--- src/rtl/sqrt_pkg.sv ---
// sqrt_pkg
// Shared widths and state encoding for the square-root datapath stages.
//   LOW_W  : width of the low partial sum
//   HIGH_W : width of each high operand slice
//   SUM_W  : width of the assembled sum, square and result registers
//   CNT_W  : width of the iteration counter
package sqrt_pkg;

  localparam int LOW_W  = 8;
  localparam int HIGH_W = 9;
  localparam int SUM_W  = 17;
  localparam int CNT_W  = 4;

  // Full assembled width: carry-extended high part above the low part.
  localparam int FULL_W = HIGH_W + 1 + LOW_W;

  localparam logic [CNT_W-1:0] CNT_MAX = {CNT_W{1'b1}};

  typedef enum logic {
    IDLE = 1'b0,
    DONE = 1'b1
  } state_t;

endpackage

--- src/rtl/stage3_hadd.sv ---
// stage3_hadd
// High-part adder: sum = a + b + cin, one bit wider than the operands so
// that the carry out is kept.
// Ports:
//   a, b : HIGH_W-bit operand slices
//   cin  : carry in from the low partial sum
//   sum  : (HIGH_W+1)-bit result
module stage3_hadd
  import sqrt_pkg::*;
(
  input  logic [HIGH_W-1:0] a,
  input  logic [HIGH_W-1:0] b,
  input  logic              cin,
  output logic [HIGH_W:0]   sum
);

  // Zero-extend everything to the result width so the carry lands in the MSB.
  assign sum = {1'b0, a} + {1'b0, b} + {{HIGH_W{1'b0}}, cin};

endmodule

--- src/rtl/stage3.sv ---
// stage3
// Final stage of the iterative square-root pipeline. Assembles the full sum
// from the high operand slices and the low partial sum, registers it for the
// upstream feedback path, optionally loads the square register, and captures
// the final result when the last operand set arrives. While the result is
// pending (DONE) the stage stalls upstream until the consumer acknowledges.
//
// Ports:
//   clk, rst_n            : clock, synchronous active-low reset
//   en_pipe_i             : pipeline advance (qualifies all inputs but ack_i)
//   ready_i               : final-iteration operand set
//   wr_square_s_i         : load square register this iteration
//   N_i                   : iteration sign flag, passed through registered
//   sum_low_i, Co_i       : low partial sum and its carry out
//   A_high_i, B_high_i    : high operand slices
//   ack_i                 : consumer accepts the result
//   sum_o, sign_o, N_o    : registered assembled sum, its bit 17, registered N_i
//   square_o, result_o    : square register, captured final result
//   done_o, stall_o       : result valid / hold upstream (decoded from state)
//   iter_cnt_o            : advances since the last done, saturating
//   ovf_o                 : sticky overflow flag
//
// Build option: define STAGE3_OVF_EN to implement the sticky overflow flag;
// otherwise ovf_o is tied to 0.
module stage3
  import sqrt_pkg::*;
(
  input  logic              clk,
  input  logic              rst_n,
  input  logic              en_pipe_i,
  input  logic              ready_i,
  input  logic              wr_square_s_i,
  input  logic              N_i,
  input  logic [LOW_W-1:0]  sum_low_i,
  input  logic              Co_i,
  input  logic [HIGH_W-1:0] A_high_i,
  input  logic [HIGH_W-1:0] B_high_i,
  input  logic              ack_i,
  output logic [SUM_W-1:0]  sum_o,
  output logic              sign_o,
  output logic              N_o,
  output logic [SUM_W-1:0]  square_o,
  output logic [SUM_W-1:0]  result_o,
  output logic              done_o,
  output logic              stall_o,
  output logic [CNT_W-1:0]  iter_cnt_o,
  output logic              ovf_o
);

  state_t state;
  state_t state_next;

  logic [HIGH_W:0]    high;
  logic [FULL_W-1:0]  full;
  logic               accept;
  logic               capture;
  logic [SUM_W-1:0]   square_next;

  stage3_hadd u_hadd (
    .a   (A_high_i),
    .b   (B_high_i),
    .cin (Co_i),
    .sum (high)
  );

  assign full = {high, sum_low_i};

  // Advances only count in IDLE; in DONE the stage is frozen.
  assign accept  = en_pipe_i && (state == IDLE);
  assign capture = accept && ready_i;

  // Value the square register holds after this edge, so a same-cycle square
  // write is reflected in the captured result.
  assign square_next = (accept && wr_square_s_i) ? full[SUM_W-1:0] : square_o;

  // State register.
  always_ff @(posedge clk) begin
    if (!rst_n) begin
      state <= IDLE;
    end else begin
      state <= state_next;
    end
  end

  // Next-state logic: capture moves to DONE, ack releases back to IDLE.
  always_comb begin
    state_next = state;
    case (state)
      IDLE: if (capture) state_next = DONE;
      DONE: if (ack_i)   state_next = IDLE;
      default:           state_next = IDLE;
    endcase
  end

  assign done_o  = (state == DONE);
  assign stall_o = (state == DONE);

  // Datapath registers: feedback sum, sign, N, square and captured result.
  always_ff @(posedge clk) begin
    if (!rst_n) begin
      sum_o    <= '0;
      sign_o   <= 1'b0;
      N_o      <= 1'b0;
      square_o <= '0;
      result_o <= '0;
    end else if (accept) begin
      sum_o    <= full[SUM_W-1:0];
      sign_o   <= full[SUM_W];
      N_o      <= N_i;
      square_o <= square_next;
      if (ready_i) begin
        result_o <= square_next;
      end
    end
  end

  // Iteration counter: saturating count of advances, cleared by the capture
  // advance itself so DONE always starts from zero.
  always_ff @(posedge clk) begin
    if (!rst_n) begin
      iter_cnt_o <= '0;
    end else if (accept) begin
      if (ready_i) begin
        iter_cnt_o <= '0;
      end else if (iter_cnt_o != CNT_MAX) begin
        iter_cnt_o <= iter_cnt_o + CNT_W'(1);
      end
    end
  end

`ifdef STAGE3_OVF_EN
  logic ovf_q;

  // Sticky overflow: a square write whose full sum spills into bit 17.
  // Cleared when the consumer releases the result.
  always_ff @(posedge clk) begin
    if (!rst_n) begin
      ovf_q <= 1'b0;
    end else if (state == DONE && ack_i) begin
      ovf_q <= 1'b0;
    end else if (accept && wr_square_s_i && full[SUM_W]) begin
      ovf_q <= 1'b1;
    end
  end

  assign ovf_o = ovf_q;
`else
  assign ovf_o = 1'b0;
`endif

endmodule

--- config.mk ---
export PLATFORM = sky130hd
export DESIGN_NAME = stage3
export DESIGN_NICKNAME = d
export VERILOG_FILES = /design/src/rtl/sqrt_pkg.sv /design/src/rtl/stage3_hadd.sv /design/src/rtl/stage3.sv
export SDC_FILE = /design/constraint.sdc
export NUM_CORES = 1
export LEC_CHECK = 0
export BUFFER_PORTS_ARGS = -buffer_cell sky130_fd_sc_hd__buf_4
export CORE_UTILIZATION = 49
export DETAILED_ROUTE_END_ITERATION = 12
export HOLD_SLACK_MARGIN = 0.12
export PLACE_DENSITY = 0.79
export SETUP_SLACK_MARGIN = 0.2
export SYNTH_ARGS = -nofsm -noshare
export SYNTH_HDL_FRONTEND = slang
export SYNTH_SLANG_ARGS = --single-unit
export TNS_END_PERCENT = 10
--- constraint.sdc ---
create_clock -name clk -period 2.8 [get_ports clk]
set_clock_uncertainty 0.15 [all_clocks]
set_input_delay 0.28 -clock clk [delete_from_list [all_inputs] [get_ports clk]]
set_output_delay 0.28 -clock clk [all_outputs]
set_load 0.1 [all_outputs]
======== After elaboration in Yosys (flattened, before gate mapping) ========
Index checks and enable logic that the tools add are counted.
storage, ports and cells
  register bits after elaboration ......... 58
  output and inout port bits .............. 60
  word-level logic and storage cells ...... 24
cells by class
  add/sub/neg operators ................... 3
  equality and inequality tests ........... 1
  muxes and demuxes ....................... 6
  bitwise operators ....................... 1
  reduce and logical (&&, ||, !) cells .... 6
operator list
  cell                   count
  $mux W17               1
  $add A10 B1 Y10        1
  $add A9 B9 Y10         1
  $mux W4                2
  $add A4 B1 Y4 const B  1
  $ne A4 B4 Y1 const B   1
  $reduce_and A2 Y1      2
  $logic_and A1 B1 Y1    3
  $mux W1                2
  $pmux W1 S2            1
  $reduce_bool A2 Y1     1
  $not A1 Y1             1

======== Depth between registers and ports, before layout ========
Gate-level depths: netlist of the first run.
  depth in word-level cells ............... 5
  gate-level depth with buffers ........... 8
  gate-level depth less buffers ........... 8

======== Modules after synthesis ========
Synthesis of the first run repeated with hierarchy kept, for this count alone.
second synthesis, totals
  cell total of the unflattened synthesis .. 314
  area, all modules ....................... 2625.0 um^2
modules (own cells, without submodules)
  module       instances  cells each  area an instance (um^2)  sequential area each (um^2)
  stage3       1          265         2249.7                   1161.1
  stage3_hadd  1          49          375.4                    0.0

======== Least setup slack after synthesis of the first run ========
Ideal clock, no wire load.
  kind .................................... in2reg
  start point ............................. input Co_i
  end point ............................... register result_o[16]
  arrival time ............................ 1955 ps
  slack ................................... 566 ps
  stages on the path ...................... 8
  path buffers ............................ 0
  cell sequence ........................... inv_1 fa_1 fa_1 nor2b_1 o31ai_2 and2_4 a311oi_2 o211ai_1
between the ends
  word-level cells in the longest chain between the ends .. 2
ends and longest elaborated chain
  item                    line               text
  start: declaration      stage3.sv:35       input logic Co_i,
  $add A10 B1 Y10         stage3_hadd.sv:18  assign sum = {1'b0, a} + {1'b0, b} + {{HIGH_W{1'b0}}, cin};
  $mux W17                stage3.sv:74       assign square_next = (accept && wr_square_s_i) ? full[SUM_W-1:0] : square_o;
  end signal: assignment  stage3.sv:112      result_o <= square_next;
  end: declaration        stage3.sv:43       output logic [SUM_W-1:0] result_o,
No other way between the ends.
A chain may end at the register's enable or synchronous reset.

======== Worst setup path after layout of the first run ========
  start point ............................. input Co_i
  end point ............................... register square_o[16]
between the ends
  word-level cells in the longest chain between the ends .. 2
ends and longest elaborated chain
  item                    line               text
  $add A10 B1 Y10         stage3_hadd.sv:18
  $mux W17                stage3.sv:74
  end signal: assignment  stage3.sv:110      square_o <= square_next;
  end: declaration        stage3.sv:42       output logic [SUM_W-1:0] square_o,
No other way between the ends.

==> impl_metrics.env, run 1 <==
export IMPL_status="finished clean"
export IMPL_peakVddDrop_mv=0.505
export IMPL_min_period_over_period_pct=77.5
export IMPL_p_clk_share_pct=28.3
export IMPL_cts_tree="yes"
export IMPL_drtIter0Drc=105
export IMPL_final_cell_mix="95 x buf_4, 58 x dfxtp_1, 44 x nand2_1"
export IMPL_synth_warnings=0
export IMPL_io_pins=94
export IMPL_cp_max_fo=3
export IMPL_comb_power_share_pct=33.8
export IMPL_grt_remaining_overflow=0
export IMPL_antenna_cells=0
export IMPL_routed_wl_um=6780
export IMPL_cts_made_buffers=9
export IMPL_dr_wl_met2_um=3300
export IMPL_arrival_ns=2.23
export IMPL_grt_pass1_vias=2269
export IMPL_layout_commonest_cell="buf_4"
export IMPL_ant_nets=0
export IMPL_core_area_um2=5140
export IMPL_ctsResizeCount=0
export IMPL_power_density_nw_per_um2=674
export IMPL_synthFlopType="dfxtp_1"
export IMPL_hold_path_class="in -> reg"
export IMPL_wl_met1_um=2960
export IMPL_synth_cells=285
export IMPL_synth_top_cell_by_area="dfxtp_1"
export IMPL_path_delay_family="adder cells"
export IMPL_root_buffer="clkbuf_8"
export IMPL_drt_first_pass_iters=4
export IMPL_dieWidth_um=75.5
export IMPL_cts_hold_buf=10
export IMPL_clkSinkCount=58
export IMPL_rsz0062_at_grt="no"
export IMPL_finalSetupViolCount=0
export IMPL_postCtsSetupBuffers=0
export IMPL_sw_frac_of_total_pct=40.8
export IMPL_worst_pin_slew_ns=0.638
export IMPL_crit_path_end_kind="register"
export IMPL_synth_area_um2=2650
export IMPL_synth_nets=330
export IMPL_vias_per_cell=5.33
export IMPL_power_internal_w=0.00143
export IMPL_num_nets_final=425
export IMPL_dr_wl_met3_um=405
export IMPL_grt_first_pass_wirelength_um=10600
export IMPL_slew_violations=0
export IMPL_hold_violations=0
export IMPL_drive_gt1_share_pct=31.7
export IMPL_clkTransAtPathRegs_ns=0.07
export IMPL_synth_seq_area_share_pct=43.9
export IMPL_synth_top_area_share_pct=43.9
export IMPL_timing_hold_ws_ns=0.141
export IMPL_detail_route_wl_per_cell_um=14.9
export IMPL_leakagePower_nw=1.69
export IMPL_ys_types=44
export IMPL_p_seq_share_pct=37.9
export IMPL_cp_data_required_time_ns=2.86
export IMPL_num_rows=26
export IMPL_dp_hpwl_um=4630
export IMPL_synth_edf_count=0
export IMPL_drc=0
export IMPL_htreeDepth=3
export IMPL_max_freq_mhz=461
export IMPL_clk_path_buf_depth=2
export IMPL_crit_path_top_delay_cell="fa_1"
export IMPL_clk_latency_ns=0.34
export IMPL_grt_util_all_layers_pct=24.9
export IMPL_synth_seq_cells=58
export IMPL_worstPathCellList="buf_4 -> inv_1 -> fa_1 -> fa_1 -> nor2b_1 -> o31ai_2 -> and2_4 -> a311oi_2 -> a21oi_1"
export IMPL_slew_headroom_pct=57.5
export IMPL_min_period_ns=2.17
export IMPL_areaGrowthSynthToFinish_pct=35.7
export IMPL_max_stage_delay_ns=0.46
export IMPL_io_buffers=92
export IMPL_globalplace_congestion=0.866
export IMPL_start_util_pct=51.5
export IMPL_antenna_found_initial=0
export IMPL_async_reset_ff_share_pct=0
export IMPL_numPlacedInstances=429
export IMPL_cp_common_cell="fa_1"
export IMPL_top_layer="met4"
export IMPL_dieArea_um2=5700
export IMPL_stdcell_count=455
export IMPL_avgSynthCellArea_um2=9.29
export IMPL_criticalPathCategory="in -> reg"
export IMPL_crit_buf_inv=2
export IMPL_max_cap_violations=0
export IMPL_cp_start_kind="primary input"
export IMPL_synth_area_leaders="dfxtp_1 44%, nand2_1 6.2%, ha_1 4.3%"
export IMPL_die_y_um=75.5
export IMPL_setup_tns_ns=0
export IMPL_vias=2424
export IMPL_p_sw_w=0.000988
export IMPL_grt_max_degree=53
-- per-layer routing --
metal,GRT usage [%],vias to the layer above
met2,41.6,80
met5,0,-
li1,-,1199
met3,7.28,12
met4,8.85,0
met1,30.8,1133
-- path summary, 6_finish.rpt --
check,startpoint,end,slack (ns),cells past startpoint
worst max register to register,done_o$_SDFF_PN0_,result_o[9]$_SDFFE_PN0P_,0.99,6
worst min-delay path,ready_i,done_o$_SDFF_PN0_,0.14,3
worst max-delay path,Co_i,square_o[16]$_SDFFE_PN0P_,0.63,9
worst min register to register,sum_o[3]$_SDFFE_PN0P_,sum_o[3]$_SDFFE_PN0P_,0.32,2
-- cells by family after synthesis --
kind of cell / count (synthesis) / share of synthesized area [%]
flops: 58 / 43.9
simple gates: 93 / 18.4
fa+ha+maj: 11 / 5.77
other cells: 1 / 0.142
mux: 1 / 0.378
buf+inv: 26 / 5.48
compound gates: 92 / 25.0
xor+xnor: 3 / 0.993
-- registers in the layout (all words and copies together), names as in the netlist --
register,flops
sum_o,17
iter_cnt_o,4
result_o,17
sign_o,1
square_o,17
N_o,1
done_o,1
-- worst min-delay path: cells and delay by family --
kind | cells | cell delay [ns]
compound gates | 1 | 0.08
simple gates | 1 | 0.08
buf+inv | 1 | 0.13
-- metrics by stage --
stage          power, W  setup WS [ns]  area [um2]  utilization [%]
2_1_floorplan   0.00157          0.566        2650                -
4_1_cts         0.00243          0.655        3590             69.9
5_1_grt         0.00251          0.541        3590             69.9
3_5_place_dp    0.00174          0.350        3320             64.6
6_report        0.00242          0.630        3590             69.9
3_3_place_gp    0.00173          0.384        3320             64.6
-- synthesized netlist by cell type (all sizes together), types with 2 or more instances --
cell,instances
or3,3
xor2,3
o21a,2
inv,5
ha,9
nor2b,11
clkbuf,7
o22a,10
a31oi,3
and2,7
o31ai,2
a221oi,2
a21boi,21
o21ai,19
nand4,3
fa,2
o211ai,2
a311oi,2
nand3b,3
and3,2
a211oi,3
nand2b,4
a21oi,19
o211a,7
nand2,45
nor2,3
dfxtp,58
buf,14
nand3,9
-- layout make-up --
type	count	area [um2]
Clock inverter	5	30.0
Sequential cell	58	1160
Clock buffer	11	141
Inverter	5	18.8
Tap cell	70	87.6
Fill cell	432	1550
Timing Repair Buffer	105	813
Multi-Input combinational cell	201	1340
-- power by group through the flow --
stage	Clock, W	Sequential [W]	Combinational [W]
2_1_floorplan	0	0.00134	0.000222
3_3_place_gp	0	0.000934	0.000798
3_5_place_dp	0	0.000935	0.000807
4_1_cts	0.000693	0.000918	0.000820
5_1_grt	0.000726	0.000924	0.000860
6_report	0.000686	0.000918	0.000819
Note: power is estimated with default switching activity, not from simulation.
==> run 2: changes to the inputs <==
CORE_UTILIZATION = 45   (was 49)
PLACE_DENSITY = 0.76   (was 0.79)
clock period = 1.9 ns   (was 2.8 ns; I/O delays follow)
==> run 2 against run 1 <==
Compared with the run above: setup slack worse by 0.58 ns; utilization shrank 1.4 points; final area grew 6.2%; sequential power increased by 47%; hold slack improved by 0.0064 ns; clock power grew 66%; global-route usage decreased by 2.0 points; wire length is 0.46% higher; first-iteration DRC count down 25%; count of clock-buffer cells in the layout did not move; non-clock buffer count increased by 17; total power is 55% higher; critical path type unchanged; largest cell class unchanged.
==> impl_metrics.env, run 2 (synthesized netlist as in run 1, its figures left out) <==
export IMPL_status="finished clean"
export IMPL_ant_nets=0
export IMPL_drive_gt1_share_pct=36.6
export IMPL_leakagePower_nw=1.80
export IMPL_power_density_nw_per_um2=986
export IMPL_grt_max_degree=34
export IMPL_hold_path_class="in -> reg"
export IMPL_clkSinkCount=58
export IMPL_drc=0
export IMPL_min_period_ns=1.85
export IMPL_layout_commonest_cell="buf_4"
export IMPL_detail_route_wl_per_cell_um=14.4
export IMPL_globalplace_congestion=0.901
export IMPL_antenna_found_initial=0
export IMPL_dp_hpwl_um=4890
export IMPL_dieArea_um2=6190
export IMPL_r2r_cells=4
export IMPL_slew_violations=0
export IMPL_htreeDepth=3
export IMPL_cts_made_buffers=9
export IMPL_holdPathStages=4
export IMPL_rsz0062_at_grt="yes"
export IMPL_cp_max_fo=3
export IMPL_max_cap_violations=0
export IMPL_n_fill_cell=474
export IMPL_stdcell_count=474
export IMPL_max_freq_mhz=540
export IMPL_areaGrowthSynthToFinish_pct=44.2
export IMPL_crit_path_end_kind="register"
export IMPL_grt_first_pass_wirelength_um=11000
export IMPL_drtIter0Drc=79
export IMPL_fin_area_um2=3820
export IMPL_io_pins=94
export IMPL_power_w=0.00376
export IMPL_drt_first_pass_iters=4
export IMPL_criticalPathCategory="in -> reg"
export IMPL_reg_top3="result_o (17), square_o (17), sum_o (17)"
export IMPL_utilization_pct=68.5
export IMPL_arrival_ns=1.90
export IMPL_vias=2468
export IMPL_final_cell_mix="109 x buf_4, 53 x dfxtp_1, 44 x nand2_1"
export IMPL_hold_violations=0
export IMPL_cp_data_required_time_ns=1.95
export IMPL_num_nets_final=442
export IMPL_dp_slack_ns=-0.310
export IMPL_start_util_pct=47.5
export IMPL_peakVddDrop_mv=0.794
export IMPL_clk_latency_ns=0.33
export IMPL_finalSetupViolCount=0
export IMPL_slew_headroom_pct=64.0
export IMPL_grt_pass1_vias=2404
export IMPL_numPlacedInstances=445
export IMPL_place_area_um2=3450
export IMPL_dieWidth_um=78.7
export IMPL_fin_ws_ns=0.0492
export IMPL_vias_per_cell=5.21
export IMPL_postCtsSetupBuffers=0
export IMPL_routed_wl_um=6810
export IMPL_worst_pin_slew_ns=0.540
export IMPL_antenna_cells=0
export IMPL_clk_path_buf_depth=2
export IMPL_cts_tree="yes"
export IMPL_grt_remaining_overflow=0
export IMPL_die_y_um=78.7
export IMPL_root_buffer="clkbuf_8"
export IMPL_clkTransAtPathRegs_ns=0.06
export IMPL_core_area_um2=5570
export IMPL_grt_util_all_layers_pct=23.0
export IMPL_io_buffers=92
export IMPL_min_period_over_period_pct=97.4
export IMPL_cp_start_kind="primary input"
export IMPL_num_rows=27
## run 2: changes by cell type in the layout (fill, tap and decap cells not counted), sizes merged
| cell | before | now |
|---|---|---|
| buf | 95 | 109 |
| bufinv | 0 | 1 |
| clkinvlp | 2 | 1 |
| dlygate4sd3 | 10 | 13 |
## run 2: where the power goes
group	leakage, nW	internal, W	switching (W)
Sequential	0.480	0.00130	0.0000496
Clock	0.105	0.000669	0.000473
Combinational	1.21	0.000355	0.000916
Total	1.80	0.00232	0.00144
## run 2: cell type report
type / instances / area [um2] / share of cell area [%]
tap: 72 / 90.1 / 2.36
sequential: 58 / 1170 / 30.8
multi-input combinational: 201 / 1380 / 36.2
inverter: 5 / 18.8 / 0.492
timing repair buffer: 122 / 948 / 24.8
clock inverter: 5 / 52.6 / 1.38
clock buffer: 11 / 151 / 3.97
## run 2: critical path, cell delays in order
cell      delay, ns
buf_4          0.08
inv_1          0.05
fa_2           0.41
fa_2           0.40
nor2b_4        0.15
o31ai_2        0.08
and2_4         0.17
a311oi_4       0.25
o211ai_1       0.13
## run 2: worst paths after layout
kind,to,from,slack [ns]
setup reg to reg,done_o$_SDFF_PN0_,done_o$_SDFF_PN0_,0.33
hold / removal,sum_o[14]$_SDFFE_PN0P_,en_pipe_i,0.15
hold reg to reg,N_o$_SDFFE_PN0P_,N_o$_SDFFE_PN0P_,0.31
setup / recovery,result_o[16]$_SDFFE_PN0P_,Co_i,0.05
## run 2: timing repair
item,in CTS,in global routing
pin swaps,1,0
hold buffers,13,0
setup endpoints to repair,9,13
gates resized for setup,3,2
hold endpoints to repair,31,0
## run 2: metal layers
layer	up-vias	part of all wire, %	GRT usage, %
met2	72	51	40.6
met3	10	5.9	6.78
met5	-	0	0
met1	1155	41	25.6
met4	0	1.7	9.26
li1	1231	-	-
## run 2: stage by stage
stage | setup TNS (ns) | hold WS (ns)
CTS | 0 | 0.141
detailed placement | -2.91 | 0.308
global route | -0.0117 | 0.178
finish | 0 | 0.148
floorplan | -0.380 | 0.185
global placement | -2.14 | 0.299
==> run 3: changes to the inputs <==
CORE_UTILIZATION = 30   (was 45)
PLACE_DENSITY = 0.64   (was 0.76)
==> run 3 against run 2 <==
Compared with the run above: register-to-register slack about the same; sequential share of layout area barely moved; critical path type unchanged; sequential cell count is the same; highest routed layer unchanged.
==> impl_metrics.env, run 3 (synthesized netlist as in run 1, its figures left out) <==
export IMPL_drt_first_pass_iters=4
export IMPL_cts_made_buffers=9
export IMPL_vias=2455
export IMPL_min_to="done_o$_SDFF_PN0_"
export IMPL_grt_pass1_vias=2408
export IMPL_areaGrowthSynthToFinish_pct=44.0
export IMPL_layout_commonest_cell="buf_4"
export IMPL_vias_per_cell=4.86
export IMPL_drtIter0Drc=86
export IMPL_holdPathStages=4
export IMPL_grt_remaining_overflow=0
export IMPL_hold_path_class="in -> reg"
export IMPL_power_density_nw_per_um2=967
export IMPL_cp_start_kind="primary input"
export IMPL_timing_hold_ws_ns=0.176
export IMPL_start_util_pct=31.6
export IMPL_final_cell_mix="106 x buf_4, 53 x dfxtp_1, 44 x nand2_1"
export IMPL_cp_max_fo=3
export IMPL_fin_ws_ns=0.113
export IMPL_grt_first_pass_wirelength_um=11600
export IMPL_min_period_over_period_pct=94.0
export IMPL_finalSetupViolCount=0
export IMPL_peakVddDrop_mv=0.481
export IMPL_num_nets_final=440
export IMPL_routed_wl_um=7170
export IMPL_dieWidth_um=95.9
export IMPL_core_area_um2=8380
export IMPL_clk_path_buf_depth=2
export IMPL_io_buffers=92
export IMPL_antenna_found_initial=0
export IMPL_r2r_cells=5
export IMPL_reg_top3="result_o (17), square_o (17), sum_o (17)"
export IMPL_grt_max_degree=34
export IMPL_rsz0062_at_grt="yes"
export IMPL_hold_violations=0
export IMPL_slew_violations=0
export IMPL_cp_data_required_time_ns=1.97
export IMPL_r2r_end="result_o[16]$_SDFFE_PN0P_"
export IMPL_r2r_slack_ns=0.34
export IMPL_crit_path_end_kind="register"
export IMPL_io_pins=94
export IMPL_dieArea_um2=9200
export IMPL_arrival_ns=1.86
export IMPL_status="finished clean"
export IMPL_num_rows=33
export IMPL_ant_nets=0
export IMPL_htreeDepth=3
export IMPL_grt_util_all_layers_pct=16.8
export IMPL_leakagePower_nw=1.77
export IMPL_n_fill_cell=831
export IMPL_criticalPathCategory="in -> reg"
export IMPL_dp_slack_ns=-0.301
export IMPL_antenna_cells=0
export IMPL_drc=0
export IMPL_rr_startpoint="done_o$_SDFF_PN0_"
export IMPL_clkTransAtPathRegs_ns=0.07
export IMPL_max_cap_violations=0
export IMPL_clk_latency_ns=0.34
export IMPL_max_freq_mhz=560
export IMPL_root_buffer="clkbuf_8"
export IMPL_die_y_um=95.9
export IMPL_min_period_ns=1.79
export IMPL_cts_tree="yes"
export IMPL_dp_hpwl_um=5140
export IMPL_detail_route_wl_per_cell_um=14.2
export IMPL_hp_start="en_pipe_i"
export IMPL_globalplace_congestion=0.803
export IMPL_drive_gt1_share_pct=35.3
export IMPL_clkSinkCount=58
-- run 3: cell count changes in the layout (fill, tap and decap cells not counted), sizes merged --
cell and change:
dlygate4sd3 +1, clkinv -1, clkinvlp -1, buf -3
clkbuf +2
-- run 3: repair_timing --
| item | in CTS | in global routing |
|---|---|---|
| hold buffers | 14 | 0 |
| hold endpoints to repair | 33 | 0 |
| setup buffers | 0 | 0 |
| gates resized for setup | 4 | 1 |
| setup endpoints to repair | 8 | 11 |
| pin swaps | 1 | 0 |
-- run 3: power breakdown --
| part | switching [W] | internal [W] |
|---|---|---|
| Combinational | 0.000908 | 0.000348 |
| Sequential | 0.0000537 | 0.00130 |
| Clock | 0.000475 | 0.000603 |
| Total | 0.00144 | 0.00225 |
-- run 3: worst max-delay path by stage --
stage                     from                   endpoint  slack, ns  depth (start not counted)
after detailed placement  Co_i  result_o[14]$_SDFFE_PN0P_      -0.30                         10
after global placement    Co_i  result_o[16]$_SDFFE_PN0P_      -0.25                          9
after global routing      Co_i  result_o[10]$_SDFFE_PN0P_      0.007                         10
after floorplan           Co_i  result_o[16]$_SDFFE_PN0P_       -0.1                          8
after CTS                 Co_i     sum_o[16]$_SDFFE_PN0P_       0.14                          9
final                     Co_i  result_o[16]$_SDFFE_PN0P_       0.11                          9
-- run 3: stage by stage --
step | TNS [ns] | total power [W] | instances | area (um2) | util (%)
after global placement | -2.33 | 0.00260 | 475 | 3470 | 41.4
after detailed placement | -2.73 | 0.00261 | 475 | 3470 | 41.4
final | 0 | 0.00369 | 505 | 3810 | 45.5
after global routing | 0 | 0.00385 | 505 | 3810 | 45.5
after floorplan | -0.380 | 0.00231 | 285 | 2670 | -
after CTS | 0 | 0.00373 | 505 | 3810 | 45.4
-- run 3: cell type report --
class                      count  area, um2  area share (%)
clock inverter                 3       40.0            1.05
timing repair buffer         120        936            24.5
clock buffer                  13        139            3.64
multi-input combinational    201       1370            36.0
tap                          105        131            3.45
sequential                    58       1170            30.8
inverter                       5       18.8           0.492
-- run 3: worst max-delay path, stage by stage --
cell	delay, ns
buf_4	0.08
inv_1	0.04
fa_2	0.40
fa_2	0.38
nor2b_2	0.15
o31ai_2	0.08
and2_4	0.17
a311oi_4	0.24
o211ai_1	0.13
-- run 3: routing by layer --
metal	GRT usage [%]	part of all wire, %	vias up	wire [um]
li1	-	-	1224	-
met1	20.6	46	1153	3290
met2	27.8	47	70	3390
met3	5.53	5.4	8	387
met4	5.22	1.3	0	93
met5	0	0	-	0
